## config.mk

```make
export PLATFORM = sky130hd
export DESIGN_NAME = muldiv_sequencer_flat
export DESIGN_NICKNAME = d
export VERILOG_FILES = /design/src/rtl/muldiv_sequencer_pkg.sv /design/src/rtl/muldiv_sequencer_if.sv /design/src/rtl/muldiv_sequencer_step.sv /design/src/rtl/muldiv_sequencer.sv /design/src/flat_wrapper.sv
export SDC_FILE = /design/constraint.sdc
export NUM_CORES = 1
export LEC_CHECK = 0
export BUFFER_PORTS_ARGS = -buffer_cell sky130_fd_sc_hd__buf_2
export CAP_MARGIN = 25
export CORE_ASPECT_RATIO = 0.5
export CORE_MARGIN = 5
export CORE_UTILIZATION = 25
export CTS_CLUSTER_SIZE = 30
export DETAILED_ROUTE_END_ITERATION = 10
export GPL_TIMING_DRIVEN = 1
export PLACE_DENSITY = 0.41
export SYNTH_ARGS = -nofsm -noshare
export SYNTH_HDL_FRONTEND = slang
export SYNTH_HIERARCHICAL = 1
export SYNTH_SLANG_ARGS = --single-unit
```

## constraint.sdc

```tcl
create_clock -name clk -period 11.1 [get_ports clk]
set_clock_uncertainty 0.1 [all_clocks]
set_input_delay 0 -clock clk [delete_from_list [all_inputs] [get_ports clk]]
set_output_delay 0 -clock clk [all_outputs]
set_load 0.02 [all_outputs]
```

## src/rtl/muldiv_sequencer_pkg.sv

```systemverilog
// muldiv_sequencer_pkg: shared RV32M encodings, FSM states and operand-signedness helpers.
// Provides: XLEN_DEF, F7_MULDIV, funct3_e (F3_MUL..F3_REMU), md_state_e (MD_IDLE..MD_DONE),
//           is_div(), a_signed(), b_signed().
package muldiv_sequencer_pkg;

    localparam int XLEN_DEF = 32;
    localparam logic [6:0] F7_MULDIV = 7'b0000001;

    typedef enum logic [2:0] {
        F3_MUL    = 3'b000,
        F3_MULH   = 3'b001,
        F3_MULHSU = 3'b010,
        F3_MULHU  = 3'b011,
        F3_DIV    = 3'b100,
        F3_DIVU   = 3'b101,
        F3_REM    = 3'b110,
        F3_REMU   = 3'b111
    } funct3_e;

    typedef enum logic [2:0] {
        MD_IDLE = 3'd0,
        MD_PREP = 3'd1,
        MD_CALC = 3'd2,
        MD_FIX  = 3'd3,
        MD_DONE = 3'd4
    } md_state_e;

    function automatic logic is_div(funct3_e f);
        return f[2];
    endfunction

    function automatic logic a_signed(funct3_e f);
        return f inside {F3_MULH, F3_MULHSU, F3_DIV, F3_REM};
    endfunction

    function automatic logic b_signed(funct3_e f);
        return f inside {F3_MULH, F3_DIV, F3_REM};
    endfunction

endpackage

```

## src/rtl/muldiv_sequencer_if.sv

```systemverilog
// muldiv_sequencer_if: request/response bundle between decode/EX and the mul/div sequencer.
// Signals: start, flush, funct3, rs1, rs2 (requester -> sequencer); stall, done, result (sequencer -> requester).
// Modports: master = requester side, slave = sequencer side.
interface muldiv_sequencer_if #(parameter int XLEN = 32);

    logic            start;
    logic            flush;
    logic [2:0]      funct3;
    logic [XLEN-1:0] rs1;
    logic [XLEN-1:0] rs2;
    logic            stall;
    logic            done;
    logic [XLEN-1:0] result;

    modport master (output start, flush, funct3, rs1, rs2, input stall, done, result);
    modport slave  (input start, flush, funct3, rs1, rs2, output stall, done, result);

endinterface

```

## src/rtl/muldiv_sequencer_step.sv

```systemverilog
// muldiv_step: one combinational iteration of the shared shift-add multiply / restoring divide datapath.
// Ports: acc_i  - current {carry/rem-msb, hi, lo} accumulator (2*XLEN+1 bits)
//        op_i   - multiplicand (multiply) or divisor (divide), already made non-negative
//        div_i  - 1 selects divide step, 0 selects multiply step
//        acc_o  - accumulator after this iteration
module muldiv_step #(
    parameter int XLEN = 32
) (
    input  logic [2*XLEN:0] acc_i,
    input  logic [XLEN-1:0] op_i,
    input  logic            div_i,
    output logic [2*XLEN:0] acc_o
);

    logic [XLEN:0]   sum;
    logic [2*XLEN:0] sh;
    logic [XLEN+1:0] diff;

    // Multiply: hi += lsb ? op : 0, then shift {carry,hi,lo} right; the multiplier drains out of lo.
    assign sum  = acc_i[2*XLEN:XLEN] + (acc_i[0] ? {1'b0, op_i} : '0);
    // Divide: shift {rem,quot} left, trial-subtract; a clear borrow bit keeps the difference and sets the quotient bit.
    assign sh   = {acc_i[2*XLEN-1:0], 1'b0};
    assign diff = {1'b0, sh[2*XLEN:XLEN]} - {2'b0, op_i};

    assign acc_o = div_i ? (diff[XLEN+1] ? sh : {diff[XLEN:0], sh[XLEN-1:1], 1'b1})
                         : {1'b0, sum, acc_i[XLEN-1:1]};

endmodule

```

## src/rtl/muldiv_sequencer.sv

```systemverilog
// muldiv_sequencer: multi-cycle RV32M sequencer (MUL/MULH/MULHSU/MULHU/DIV/DIVU/REM/REMU) beside the EX ALU.
// Ports: clk  - rising-edge clock
//        rst  - synchronous active-low reset
//        bus  - muldiv_sequencer_if.slave: start/flush/funct3/rs1/rs2 in; stall/done/result out
// Latency: start in cycle 0 -> done in cycle XLEN+3; divide-by-zero and signed overflow finish in cycle 1.
module muldiv_sequencer
    import muldiv_sequencer_pkg::*;
#(
    parameter int XLEN = XLEN_DEF
) (
    input logic             clk,
    input logic             rst,
    muldiv_sequencer_if.slave bus
);

    localparam int CW = $clog2(XLEN);

    md_state_e       state_q, state_d;
    logic [CW-1:0]   cnt_q, cnt_d;
    funct3_e         f3_q, f3_d;
    logic [XLEN-1:0] a_q, a_d, b_q, b_d, res_q, res_d;
    logic [2*XLEN:0] acc_q, acc_d, acc_step;
    logic            neg_q, neg_d;

    funct3_e           f3_in;
    logic              dz, ovf, sa, sb;
    logic [2*XLEN-1:0] prod;
    logic [XLEN-1:0]   qr, divres;

    muldiv_step #(.XLEN(XLEN)) u_step (
        .acc_i (acc_q),
        .op_i  (b_q),
        .div_i (is_div(f3_q)),
        .acc_o (acc_step)
    );

    assign f3_in = funct3_e'(bus.funct3);
    assign dz    = is_div(f3_in) && bus.rs2 == '0;
    assign ovf   = f3_in inside {F3_DIV, F3_REM} && bus.rs1 == {1'b1, {(XLEN-1){1'b0}}} && bus.rs2 == '1;
    assign sa    = a_signed(f3_q) & a_q[XLEN-1];
    assign sb    = b_signed(f3_q) & b_q[XLEN-1];

    // Quotient lives in the low half, remainder in the high half once the divide loop completes.
    assign prod   = neg_q ? -acc_q[2*XLEN-1:0] : acc_q[2*XLEN-1:0];
    assign qr     = f3_q[1] ? acc_q[2*XLEN-1:XLEN] : acc_q[XLEN-1:0];
    assign divres = neg_q ? -qr : qr;

    always_comb begin
        state_d = state_q;
        cnt_d   = cnt_q;
        f3_d    = f3_q;
        a_d     = a_q;
        b_d     = b_q;
        acc_d   = acc_q;
        neg_d   = neg_q;
        res_d   = res_q;
        case (state_q)
            MD_IDLE: begin
                if (bus.start && !bus.flush) begin
                    f3_d = f3_in;
                    a_d  = bus.rs1;
                    b_d  = bus.rs2;
                    if (dz || ovf) begin
                        // f3[1] separates REM* from DIV*
                        res_d   = dz ? (f3_in[1] ? bus.rs1 : '1) : (f3_in[1] ? '0 : bus.rs1);
                        state_d = MD_DONE;
                    end else begin
                        state_d = MD_PREP;
                    end
                end
            end
            MD_PREP: begin
                acc_d   = {{(XLEN+1){1'b0}}, sa ? -a_q : a_q};
                b_d     = sb ? -b_q : b_q;
                // Remainder takes the dividend's sign; everything else the product/quotient sign.
                neg_d   = (f3_q == F3_REM) ? sa : sa ^ sb;
                cnt_d   = '0;
                state_d = MD_CALC;
            end
            MD_CALC: begin
                acc_d = acc_step;
                cnt_d = cnt_q + 1'b1;
                if (cnt_q == CW'(XLEN-1)) state_d = MD_FIX;
            end
            MD_FIX: begin
                res_d   = is_div(f3_q) ? divres : (f3_q == F3_MUL ? prod[XLEN-1:0] : prod[2*XLEN-1:XLEN]);
                state_d = MD_DONE;
            end
            MD_DONE: state_d = MD_IDLE;
            default: state_d = MD_IDLE;
        endcase
        if (bus.flush && state_q != MD_IDLE) begin
            state_d = MD_IDLE;
            res_d   = res_q;
        end
    end

    always_ff @(posedge clk) begin
        if (!rst) begin
            state_q <= MD_IDLE;
            cnt_q   <= '0;
            f3_q    <= F3_MUL;
            a_q     <= '0;
            b_q     <= '0;
            acc_q   <= '0;
            neg_q   <= 1'b0;
            res_q   <= '0;
        end else begin
            state_q <= state_d;
            cnt_q   <= cnt_d;
            f3_q    <= f3_d;
            a_q     <= a_d;
            b_q     <= b_d;
            acc_q   <= acc_d;
            neg_q   <= neg_d;
            res_q   <= res_d;
        end
    end

    // Combinational so the requesting instruction is held in its own start cycle; low in DONE so it retires.
    assign bus.stall  = (state_q == MD_IDLE && bus.start && !bus.flush) || state_q inside {MD_PREP, MD_CALC, MD_FIX};
    assign bus.done   = state_q == MD_DONE;
    assign bus.result = res_q;

endmodule

```

## src/flat_wrapper.sv

```systemverilog
// flat-port wrapper written by rule: the top's interface ports become plain ports
module muldiv_sequencer_flat import muldiv_sequencer_pkg::*;
#(
    parameter int XLEN = XLEN_DEF
)
  (clk, rst, bus_start, bus_flush, bus_funct3, bus_rs1, bus_rs2, bus_stall, bus_done, bus_result);
  muldiv_sequencer_if #(.XLEN(XLEN)) bus_i ();
  input logic clk;
  input logic rst;
  input wire logic [$bits(bus_i.start)-1:0] bus_start;
  input wire logic [$bits(bus_i.flush)-1:0] bus_flush;
  input wire logic [$bits(bus_i.funct3)-1:0] bus_funct3;
  input wire logic [$bits(bus_i.rs1)-1:0] bus_rs1;
  input wire logic [$bits(bus_i.rs2)-1:0] bus_rs2;
  output wire logic [$bits(bus_i.stall)-1:0] bus_stall;
  output wire logic [$bits(bus_i.done)-1:0] bus_done;
  output wire logic [$bits(bus_i.result)-1:0] bus_result;
  assign bus_i.start = bus_start;
  assign bus_i.flush = bus_flush;
  assign bus_i.funct3 = bus_funct3;
  assign bus_i.rs1 = bus_rs1;
  assign bus_i.rs2 = bus_rs2;
  assign bus_stall = bus_i.stall;
  assign bus_done = bus_i.done;
  assign bus_result = bus_i.result;
  muldiv_sequencer #(.XLEN(XLEN)) u_core (.clk(clk), .rst(rst), .bus(bus_i));
endmodule
```

======== Word level (Yosys, flattened, before mapping) ========
Cells that the tools add are included.
storage, ports and cells
  register bits after elaboration ......... 173
  input bits .............................. 71
  output and inout port bits .............. 34
  word-level logic and storage cells ...... 88
cells by class
  $add $sub $neg .......................... 7
  equality and inequality tests ........... 17
  muxes and demuxes ....................... 25
  bitwise logic cells ..................... 5
  reduce and logical (&&, ||, !) cells .... 26
operators by type and width
  cell                  number
  $mux 32               13
  $mux 65               2
  $pmux 65 s2           1
  $pmux 32 s2           2
  $neg 32->32           3
  $eq 32x32->1 const B  2
  $mux 64               1
  $neg 64->64           1
  $sub 33x32->34        1
  $add 33x33->33        1
  $logic_not 32->1      1
  $eq 3x3->1 const B    5
  $pmux 3 s4            1
  $pmux 5 s2            1
  $eq 3x2->1 const B    3
  $mux 3                3
  $reduce_bool 3->1     3
  $ne 2x1->1 const B    4
  $reduce_bool 2->1     4
  $logic_and 1x1->1     7
  $eq 3x1->1 const B    2
  $logic_not 3->1       2
  $add 5x1->5 const B   1
  $eq 5x5->1 const B    1
  11 further kinds      15

======== Longest topological paths before layout ========
Gate-level depths: netlist of the first run.
  depth after elaboration ................. 8
  mapped depth ............................ 15
  depth with buffers taken out ............ 14

======== By module ========
Netlist of the first run, hierarchy kept.
modules (own cells, without submodules)
  module            instances  cells each  area an instance (um^2)  sequential area each (um^2)
  muldiv_sequencer  1          1769        12682.2                  3463.3
  muldiv_step       1          634         4461.8                   0.0

======== Least setup slack after synthesis of the first run ========
No wires, ideal clock.
  path type ............................... register -> register
  from .................................... reg u_core.f3_q[1]
  to ...................................... reg u_core.res_q[12] (netlist: u_core/bus.result[12])
  setup time .............................. 70 ps
  data arrival time ....................... 4320 ps
  required time ........................... 10930 ps
  setup slack ............................. 6610 ps
  stages on the path, launching flop included .. 16
  buffers on the path ..................... 6
  period minus slack after synthesis ...... 4490 ps
  path through ............................ dfxtp_1 -> clkbuf_1 -> clkbuf_1 -> buf_2 -> buf_2 -> buf_1 -> buf_1 -> mux2i_1 -> ha_1 -> nor4b_1 -> o21ai_0 -> or3_1 -> or4_1 -> a32oi_1 -> o211ai_1 -> a21oi_1
on the way
  word-level cells in the longest chain between the ends .. 5
  elaborated cells between the ends (all ways) .. 7
  those cells by class .................... 1 x add/sub; 5 x mux; 1 x reduce/logical
RTL lines
  element                 line                     source
  from (decl)             muldiv_sequencer.sv:20   funct3_e f3_q, f3_d;
  from (signal assigned)  muldiv_sequencer.sv:102  f3_q <= F3_MUL;
  from (signal assigned)  muldiv_sequencer.sv:111  f3_q <= f3_d;
  $mux 32                 muldiv_sequencer.sv:45   assign qr = f3_q[1] ? acc_q[2*XLEN-1:XLEN] : acc_q[XLEN-1:0];
  $neg 32->32             muldiv_sequencer.sv:46   assign divres = neg_q ? -qr : qr;
  $mux 32                 muldiv_sequencer.sv:46
  $mux 32 *               muldiv_sequencer.sv:86   res_d = is_div(f3_q) ? divres : (f3_q == F3_MUL ? prod[XLEN-1:0] : prod[2*XLEN-1:XLEN]);
  $pmux 32 s2 *           muldiv_sequencer.sv:57   case (state_q)
  to (signal assigned)    muldiv_sequencer.sv:116  res_q <= res_d;
  to (decl)               muldiv_sequencer.sv:21   logic [XLEN-1:0] a_q, a_d, b_q, b_d, res_q, res_d;
Every way passes the cells marked *; elsewhere a longest branch is shown, timed or not.
A chain may end at the register's enable or synchronous reset.

======== Final worst setup path of the first run ========
  from .................................... reg u_core.acc_q[2]
  to ...................................... reg u_core.res_q[17] (netlist: u_core/bus.result[17])
on the way
  word-level cells in the longest chain between the ends .. 5
  elaborated cells between the ends (all ways) .. 8
  those cells by class .................... 2 x add/sub; 6 x mux
RTL lines
  element                                        line                                            source
  from (decl)                                    muldiv_sequencer.sv:22                          logic [2*XLEN:0] acc_q, acc_d, acc_step;
  from (signal assigned)                         muldiv_sequencer.sv:105                         acc_q <= '0;
  from (signal assigned)                         muldiv_sequencer.sv:114                         acc_q <= acc_d;
  $neg 64->64 / $mux 32 (equally long branches)  muldiv_sequencer.sv:44, muldiv_sequencer.sv:45
  $mux 64 / $neg 32->32 (equally long branches)  muldiv_sequencer.sv:44, muldiv_sequencer.sv:46
  $mux 32, on equally long branches              muldiv_sequencer.sv:86, muldiv_sequencer.sv:46
  $mux 32 *                                      muldiv_sequencer.sv:86
  $pmux 32 s2 *                                  muldiv_sequencer.sv:57
Marks and branches as above.

==> flow_summary.ini, run 1 <==
[timing]
slew_viol_final = 0
timing_hold_violations_final = 0
fin_crit_ns = 4.170
tns_ns = 0
setup_viol = 0
rsz0062_at_grt = false
slew_headroom = 0.2226
min_period_over_period = 0.3757
max_freq_mhz = 239.8
tightestPinTransition_ns = 1.155

[critical_path]
critical_path_class = register to register
crit_path_end_kind = register
arrival_ns = 4.50
crit_fanout = 13
critPathLaunchType = register
worstPathRequired_ns = 11.43

[final_layout]
area_growth_pct = 15.30
fin_util = 0.2933
mostFrequentLayoutCells = 227 x nand2_1, 223 x nor2_1, 221 x a21oi_1
nets = 2598
final_common_cell = nand2_1
drive_above_1_share = 0.1163

[clock_network]
clk_root_buffer_cell = clkbuf_16
numCtsBuffers = 17
cts_sinks = 173
clk_pin_slew_ns = 0.08
cts_tree = built
cts_hold_buffers = 71
htreeDepth = 4
worstSkewPairLatency_ns = 0.48
cts-resized-gates = 0
clock_path_buffers = 2
post_cts_buffers = 0

[synthesis]
yosys_warnings = 6
synth_edf_count = 0
synth.net_count = 2546
avgSynthCellArea_um2 = 7.134
ys_ff_latch = 173
ys_seq_area_frac = 0.2020
syn-instance-count = 2403
ys_async_sr_fraction = 0
synth_cell_types = 97
netlist_area_mm2 = 0.01714
yosysTopAreaCell = dfxtp_1
synth_largest_type_area_fraction = 0.2020
synth_area_leaders = dfxtp_1 20%, a21oi_1 6.5%, ha_1 5.1%
synthFlopType = dfxtp_1

[drt]
wl_per_cell_um = 23.82
final_antenna_net_count = 0
routed_wl_mm = 80.20
via_count = 19110
avgViaCountPerCell = 5.676
first_pass_iters = 7
drt_iter0_markers = 1733
drc_errors = 0

[flow_run]
max_cap_viol_count = 0

[global_routing]
grt_pass1_vias = 18380
grt.total_usage = 0.2093
grt_pass1_wl_mm = 120.6
grt_overflow_total = 0
grt_max_degree = 80
antenna_found_initial = 2

[placement]
gp_congestion = 0.9080
dp_hpwl_mm = 57.35
io_buffers = 104

[die]
ios = 105
start_util = 0.2544
dieArea_mm2 = 0.07423
rows = 67
fp.dieW_um = 380.3
die_h_um = 195.2
coreArea_mm2 = 0.06740

[power]
p_leak_uw = 0.007610
power-per-cell-area_mw_per_mm2 = 95.71
ir_drop_mv = 0.08256
finalPower_uw = 1892

[worst_hold_path]
worstHoldPathType = input pin to register

[run_status]
status = finished, final reports clean
## synth_stat cells, drive strengths merged (28+ instances only)
master,count
mux2i,56
xnor2,78
clkbuf,168
dfxtp,173
nor4,59
a22oi,55
and2,51
nor2,224
nand2,227
o31ai,40
a21o,28
a21oi,225
mux2,52
xor2,54
nor3,74
o211ai,44
inv,72
nand2b,28
a31oi,39
nand3,56
nand4,36
buf,29
or3,29
o21ai,150
ha,70
## power breakdown
group	leakage (uW)	total [uW]	internal [uW]	switching (uW)
clock network	0.000274	627	316	311
logic	0.00593	582	214	368
registers	0.00140	683	638	45.1
## metal layers
| metal | routed length (um) | GRT usage | part of all wire | vias up |
|---|---|---|---|---|
| li1 | - | - | - | 9027 |
| met1 | 36760 | 0.2826 | 0.46 | 9317 |
| met2 | 35950 | 0.3374 | 0.45 | 654 |
| met3 | 4757 | 0.03514 | 0.059 | 113 |
| met4 | 2735 | 0.07529 | 0.034 | 0 |
| met5 | 0 | 0 | 0 | - |
## worst max-delay path, cell delays in order, from the launching register on
cell	delay, ns
dfxtp_1	0.45
or4_1	0.70
or4_1	0.69
or3_1	0.73
o41ai_1	0.41
xor2_1	0.21
a221oi_1	0.54
o221a_1	0.28
## state kept, by name, summed over array words and instances, names as in the netlist
register,flops
u_core/a_q,32
u_core/neg_q,1
u_core/acc_q,65
u_core/cnt_q,5
u_core/b_q,32
u_core/state_q,3
u_core/f3_q,3
u_core/bus.result,32
## stage by stage
step / hold WS, ns / setup slack, ns / cell area (um^2) / instances
2_1_floorplan: 0.03597 / 6.610 / 17140 / 2403
3_3_place_gp: 0.1761 / 6.985 / 18490 / 3261
3_5_place_dp: 0.1839 / 7.003 / 18490 / 3262
4_1_cts: 0.01957 / 6.967 / 19760 / 3364
5_1_grt: 0.03516 / 6.552 / 19760 / 3364
6_report: 0.04898 / 6.930 / 19770 / 3367
## final cells by class
class | count | area, um^2
Clock buffer | 19 | 442.9
Multi-Input combinational cell | 1961 | 12690
Sequential cell | 173 | 3472
Clock inverter | 12 | 113.9
Inverter | 72 | 272.8
Timing Repair Buffer | 230 | 1642
Antenna cell | 3 | 7.507
Fill cell | 7474 | 47630
Tap cell | 897 | 1122
## kinds of logic after synthesis
| logic type | Yosys count | synth area share |
|---|---|---|
| AO/OA/AOI/OAI | 768 | 0.2941 |
| XOR/XNOR | 132 | 0.06744 |
| adder cells (fa/ha/maj) | 75 | 0.05517 |
| buffers and inverters | 269 | 0.06094 |
| flip-flops | 173 | 0.2020 |
| multiplexers | 108 | 0.06685 |
| AND/OR/NAND/NOR | 878 | 0.2535 |
## path summary, 6_finish.rpt
check	startpoint	end	slack, ns	cells after the start
max	u_core/acc_q[2]	u_core/bus.result[17]	6.93	7
min	bus_rs2[30]	u_core/b_q[30]	0.05	5
max reg2reg	u_core/acc_q[2]	u_core/bus.result[17]	6.93	7
min reg2reg	u_core/bus.result[4]	u_core/bus.result[4]	0.37	2
No activity file was read; power rests on OpenSTA's default activity.
==> run 2: changes to the inputs <==
==> constraint.sdc (replaced) <==
create_clock -name clk -period 4.3 [get_ports clk]
set_clock_uncertainty 0.1 [all_clocks]
set_input_delay 0 -clock clk [delete_from_list [all_inputs] [get_ports clk]]
set_output_delay 0 -clock clk [all_outputs]
set_load 0.02 [all_outputs]
==> run 2 against run 1 <==
Compared with the run above: sequential power rose to 2.6 times the previous value; clock-buffer cell count increased by 2; final area up 4.2%; combinational power increased to 2.8 times the previous value; register-to-register slack worse by 6.5 ns; setup slack lost 6.5 ns; critical path type unchanged; largest power group unchanged.
==> flow_summary.ini, run 2 (same netlist as run 1, synthesis figures left out) <==
[power]
power_switching_uw = 1904
pwr-share-clk = 0.332
p_leak_uw = 0.008134
comb_power_share = 0.319
power.internal_uw = 3127
swShare = 0.3785
finalPower_uw = 5031
pwr-share-seq = 0.348
ir_drop_mv = 0.2529
power-per-cell-area_mw_per_mm2 = 244.2

[die]
coreArea_mm2 = 0.06740
start_util = 0.2544
ios = 105
dieArea_mm2 = 0.07423
rows = 67
fp.dieW_um = 380.3
die_h_um = 195.2

[global_routing]
grt_pass1_wl_mm = 122.9
antenna_found_initial = 1
grt_overflow_total = 0
grt_pass1_vias = 18780
grt_max_degree = 77
grt.total_usage = 0.2140

[final_layout]
finalInstanceArea_mm2 = 0.02060
area_growth_pct = 20.16
largest-register = u_core/acc_q
diodes = 0
mostFrequentLayoutCells = 227 x nand2_1, 223 x nor2_1, 221 x a21oi_1
fin_util = 0.3056
nets = 2688
drive_above_1_share = 0.1357
final_common_cell = nand2_1
largest_register_ffs = 65

[critical_path]
worstReg2RegStart = u_core/acc_q[0]
crit_chain = buf_4 > and2_1 > ha_1 > a21oi_1 > o21ai_0 > a221o_1 > a2111o_1 > a21o_1 > a21oi_1 > o31ai_1 > xnor2_1 > mux2i_1 > a22oi_1 > nor2_1
critPathLaunchType = register
reg2reg_slack_ns = 0.42
cp_common_cell = a21oi_1
r2r_cells = 14
cpPeakStageDelay_ns = 0.66
cpMaxStageDelayCell = dfxtp_1
crit_fanout = 16
worstSetupPathDepth = 14
worst_path_dominant_cell_family = compound AO/OA/AOI/OAI gates
reg2reg_to = u_core/acc_q[62]
critical_path_class = register to register
path_buf_inv = 1
crit_path_end_kind = register
arrival_ns = 4.12
worstPathRequired_ns = 4.55

[drt]
avgViaCountPerCell = 5.652
first_pass_iters = 6
via_count = 19530
final_antenna_net_count = 0
routed_wl_mm = 81.95
drt_iter0_markers = 1870
wl_per_cell_um = 23.72
drc_errors = 0

[timing]
slew_viol_final = 0
fin_crit_ns = 3.877
tns_ns = 0
slew_headroom = 0.3228
rsz0062_at_grt = false
min_period_over_period = 0.9015
timing_hold_violations_final = 0
max_freq_mhz = 258.0
setup_viol = 0
tightestPinTransition_ns = 1.016

[worst_hold_path]
worstHoldPathType = input pin to register
hold_path_end = u_core/a_q[1]
whs_path_depth = 4
hold_start = bus_rs1[1]

[clock_network]
post_cts_buffers = 0
clk_pin_slew_ns = 0.08
worstSkewPairLatency_ns = 0.48
htreeDepth = 4
cts_sinks = 173
cts-resized-gates = 0
clk_root_buffer_cell = clkbuf_16
numCtsBuffers = 17
cts_tree = built
clock_path_buffers = 2
cts_hold_buffers = 103

[placement]
io_buffers = 104
gp_congestion = 0.9222
place_area_mm2 = 0.01898
dp_hpwl_mm = 59.83

[run_status]
status = finished, final reports clean

[flow_run]
max_cap_viol_count = 0
==> run 2: worst max-delay path by stage <==
stage,startpoint,endpoint,slack (ns)
2_1_floorplan,u_core/f3_q[1],u_core/bus.result[12],0.13
3_3_place_gp,u_core/acc_q[0],u_core/acc_q[58],0.54
3_5_place_dp,u_core/acc_q[0],u_core/acc_q[62],0.51
4_1_cts,u_core/acc_q[0],u_core/acc_q[62],0.45
5_1_grt,u_core/acc_q[0],u_core/acc_q[62],0.14
6_report,u_core/acc_q[0],u_core/acc_q[62],0.42
==> run 2: layout make-up <==
cell class	count	area [um^2]
Fill cell	7438	46800
Multi-Input combinational cell	1961	12710
Sequential cell	173	3472
Timing Repair Buffer	320	2437
Tap cell	897	1122
Clock buffer	21	480.5
Inverter	72	272.8
Clock inverter	11	105.1
==> run 2: through the flow <==
stage,cells,hold WS (ns),setup slack [ns]
after floorplan,2403,0.03597,0.1331
after global placement,3320,0.1799,0.5392
after detailed placement,3320,0.1814,0.5108
after CTS,3455,0.2130,0.4490
after global routing,3455,0.2545,0.1367
final,3455,0.2570,0.4234
==> run 2: per-layer routing <==
metal | global-route usage | part of all wire | vias to the layer above
li1 | - | - | 9208
met1 | 0.2915 | 0.46 | 9499
met2 | 0.3468 | 0.45 | 702
met3 | 0.03039 | 0.055 | 118
met4 | 0.07529 | 0.034 | 0
met5 | 0 | 0 | -
==> run 2: worst min-delay path: cells and delay by family <==
kind | cells | cell delay [ns]
AOI/OAI and AO/OA | 1 | 0.05
buffers and inverters | 2 | 0.68
and+or+nand+nor | 1 | 0.06
==> run 2: power by group through the flow <==
| stage | logic [uW] | registers [uW] | clock network, uW |
|---|---|---|---|
| 2_1_floorplan | 1030 | 1730 | 0 |
| 3_3_place_gp | 1500 | 1790 | 0 |
| 3_5_place_dp | 1500 | 1790 | 0 |
| 4_1_cts | 1580 | 1750 | 1720 |
| 5_1_grt | 1740 | 1760 | 1780 |
| 6_report | 1610 | 1750 | 1670 |
